`src/rtl/mux_nto1_pipe.sv`:
```
// Registered N-to-1 channel selector with valid tracking, stall (hold) and flush (bubble).
// Out-of-range selects fall back to channel 0 and raise a registered error flag.
module mux_nto1_pipe #(
  parameter int WIDTH          = 32,
  parameter int CH             = 4,
  parameter int SEL_W          = 2,
  parameter int ZERO_ON_BUBBLE = 1
) (
  input  logic                  clk_i,
  input  logic                  rst_i,
  input  logic [CH*WIDTH-1:0]   data_i,
  input  logic [SEL_W-1:0]      select_i,
  input  logic                  valid_i,
  input  logic                  stall_i,
  input  logic                  flush_i,
  output logic [WIDTH-1:0]      data_o,
  output logic                  valid_o,
  output logic [SEL_W-1:0]      select_o,
  output logic                  sel_err_o
);

  generate
    if (CH < 2 || CH > 16 || (1 << SEL_W) < CH) begin : g_bad_params
      $error("mux_nto1_pipe: CH must be 2..16 and 2**SEL_W must cover CH");
    end
  endgenerate

  logic [WIDTH-1:0] sel_data;
  logic             err_n;

  // Compare against every legal code instead of indexing, so unused codes never yield X.
  always_comb begin
    // NOTE: defaults first so every path assigns both outputs and no latch is inferred.
    sel_data = data_i[WIDTH-1:0];
    err_n    = 1'b1;
    for (int k = 0; k < CH; k++) begin
      if (select_i == SEL_W'(k)) begin
        sel_data = data_i[k*WIDTH +: WIDTH];
        err_n    = 1'b0;
      end
    end
  end

  // Flush beats stall; a non-stalled edge either loads a valid item or drops a bubble.
  always_ff @(posedge clk_i or posedge rst_i) begin
    // NOTE: non-blocking assignments keep register updates order-independent.
    if (rst_i) begin
      data_o    <= '0;
      valid_o   <= 1'b0;
      select_o  <= '0;
      sel_err_o <= 1'b0;
    end else if (flush_i || !stall_i) begin
      if (flush_i || !valid_i) begin
        valid_o   <= 1'b0;
        select_o  <= '0;
        sel_err_o <= 1'b0;
        if (ZERO_ON_BUBBLE != 0) data_o <= '0;
      end else begin
        data_o    <= sel_data;
        valid_o   <= 1'b1;
        select_o  <= select_i;
        sel_err_o <= err_n;
      end
    end
  end

endmodule

```
`config.mk`:
```
export PLATFORM = sky130hd
export DESIGN_NAME = mux_nto1_pipe
export DESIGN_NICKNAME = d
export VERILOG_FILES = /design/src/rtl/mux_nto1_pipe.sv
export SDC_FILE = /design/constraint.sdc
export NUM_CORES = 1
export LEC_CHECK = 0
export BUFFER_PORTS_ARGS = -buffer_cell sky130_fd_sc_hd__buf_4
export CAP_MARGIN = 15
export CELL_PAD_IN_SITES_DETAIL_PLACEMENT = 2
export CELL_PAD_IN_SITES_GLOBAL_PLACEMENT = 2
export CORE_UTILIZATION = 24
export CTS_BUF_LIST = sky130_fd_sc_hd__clkbuf_2 sky130_fd_sc_hd__clkbuf_4 sky130_fd_sc_hd__clkbuf_8
export DETAILED_ROUTE_END_ITERATION = 8
export HOLD_SLACK_MARGIN = 0.05
export PLACE_DENSITY_LB_ADDON = 0.3
export REMOVE_ABC_BUFFERS = 1
export SLEW_MARGIN = 10
export SYNTH_ARGS = -nofsm -noshare
export SYNTH_HDL_FRONTEND = slang
export SYNTH_SLANG_ARGS = --single-unit
```
`constraint.sdc`:
```
create_clock -name clk_i -period 1.4 [get_ports clk_i]
set_input_delay 0.28 -clock clk_i [delete_from_list [all_inputs] [get_ports clk_i]]
set_output_delay 0.28 -clock clk_i [all_outputs]
set_load 0.05 [all_outputs]
```
==> out/results.ini <==
[run_status]
status=completed

[cts]
post_cts_buffers=0
clock_latency_ps=280
cts_max_level=2
ctsLongestPathBuffers=2
cts_tree=built
cts_resized=0
clock-sinks=36
ctsHoldBuffers=1
cts_inserted_buffers=5
path_clk_slew_ps=80
cts_root_buffer=clkbuf_8

[timing]
layout_setup_ws_ps=240.8
max-slew-margin-rel_pct=81.11
min_period_ps=1159
setup_viol_count_final=0
clock.fmax_ghz=0.8627
slew_violations=0
finClkSkew_ps=0
finalCritPeriodShare_pct=82.80
whs_ps=306.8
rsz0062_at_grt=false
finalHoldViolations=0
tightest_slew_ps=275.5

[routing]
vias=2388
via_per_inst=4.748
drtAntennaViolNets=0
post_drt_wl_per_cell_um=17.68
finalWirelength_um=8892
firstDrtPassIters=4
drc=0
detail_route.iter0.violations=29

[yosys]
synth_common_cells=mux2i_1, dfrtp_1, nand3b_1
ys_ff_latch=36
yosys.area.top_type=dfrtp_1
yosys_warnings=0
yosysTopAreaCellShare_pct=36.49
avgSynthCellArea_um2=12.41
synthCells=199
async_flop_share_pct=100.0
synth-seq-area-share_pct=36.49
synth.area.top_cells=dfrtp_1, mux2i_1, o221ai_2
synth-edff-count=0
yosysMostFrequentCell=mux2i_1
yosysUniqueCellTypes=15
syn_area_um2=2469
synthFlopType=dfrtp_1

[setup_path]
crit_buf_inv=1
crit_type=register to output port
cp_slowest_cell=dfrtp_1
crit_chain=buf_4
crit_family=flip-flops
crit_path_end_kind=output port
crit_path_start_kind=register
worstPathMaxFanout=2
crit_path_max_incr_delay_ps=400
cp.required_ps=1120
arrival_ps=880

[placement]
dp_cells=494
place.gp.congestion=0.6787
dp_slack_ps=-41.43
place_hpwl_um=7072
post_dp_cell_area_um2=3968
port_buffers=170

[grt]
grt_max_degree=37
track_usage_pct=16.28
grt_antenna_before_repair=0
first_global_vias=2658
grt_pass1_wl_um=13210
grt_overflow=0

[floorplanning]
die_x_um=103.4
placement_rows=36
die_h_um=103.4
ios=171
design.core.area_um2=9864
die_area_um2=10700
start_util_pct=25.03

[power]
p_leak_nw=2.043
p_total_w=0.003018
power_density_nw_per_um2=738.1
ir_drop_mv=0.3065

[layout]
num_antenna_cells=0
drive_gt1_share_pct=60.81
fin_nets=504
area_delta_synth_final_pct=65.64
final_area_um2=4089
stdcell_count=503

[hold_path]
hp-class=input pin to register

[job]
max_cap_violations=0

per-stage QoR:
stage	setup TNS (ps)	utilization, %
CTS	0	41.45
global placement	0	40.22
finish	0	41.45
global route	0	41.45
floorplan	-30840	-
detailed placement	-481.5	40.22
state kept, by name, summed over array words and instances (netlist names):
register and cells:
data_o 32, sel_err_o 1, select_o 2, valid_o 1
worst paths after layout:
path | start | end | slack [ps] | cells past startpoint
max | data_o[22] | data_o[22] | 240 | 1
min | data_i[25] | data_o[25] | 310 | 3
max reg2reg | data_o[0] | data_o[0] | 680 | 2
min reg2reg | select_o[0] | select_o[0] | 530 | 2
max in group asynchronous | rst_i | data_o[1] | 630 | 4
min in group asynchronous | rst_i | data_o[6] | 570 | 4
cell usage in the layout (no fill, tap or decap):
cell type      netlist  layout
o221ai_1             2       2
dfrtp_1             36      36
clkinv_1             0       1
clkbuf_4             0       1
buf_12               0       5
clkinv_2             0       1
clkbuf_8             0       5
mux2i_1             65      65
nor2_1               1       1
nand4bb_4            0       1
buf_4                0     180
or4b_4               1       1
nand3b_1            34      34
dlygate4sd3_1        0       1
nand2_1              2       2
a21oi_1              2       2
o221ai_2            30      30
and3b_1              1       1
bufinv_16            0       1
final cells by class:
class	count	area (um2)
Sequential cell	36	900.9
Fill cell	1044	5776
Clock buffer	6	76.32
Multi-Input combinational cell	139	1445
Timing Repair Buffer	186	1461
Clock inverter	2	35.03
Tap cell	133	166.4
Inverter	1	3.754
layer usage:
layer	track usage [%]	share of wire, %	up-vias
met2	30.01	51	112
met4	2.925	0.52	0
met5	0	0	-
met3	5.040	10	5
li1	-	-	1121
met1	18.55	39	1150
power by group:
| part | switching, W | leakage, nW | internal [W] |
|---|---|---|---|
| sequential | 0.0000290 | 0.491 | 0.00109 |
| combinational | 0.000488 | 1.49 | 0.000485 |
| clock | 0.000380 | 0.0586 | 0.000548 |
cell families after synthesis:
family	after synthesis	share of synthesized area, %
multiplexers	65	26.36
AND/OR/NAND/NOR	40	12.16
flip-flops	36	36.49
AO/OA/AOI/OAI	34	19.36
buffers and inverters	24	5.625
(Power assumes the default switching activity.)
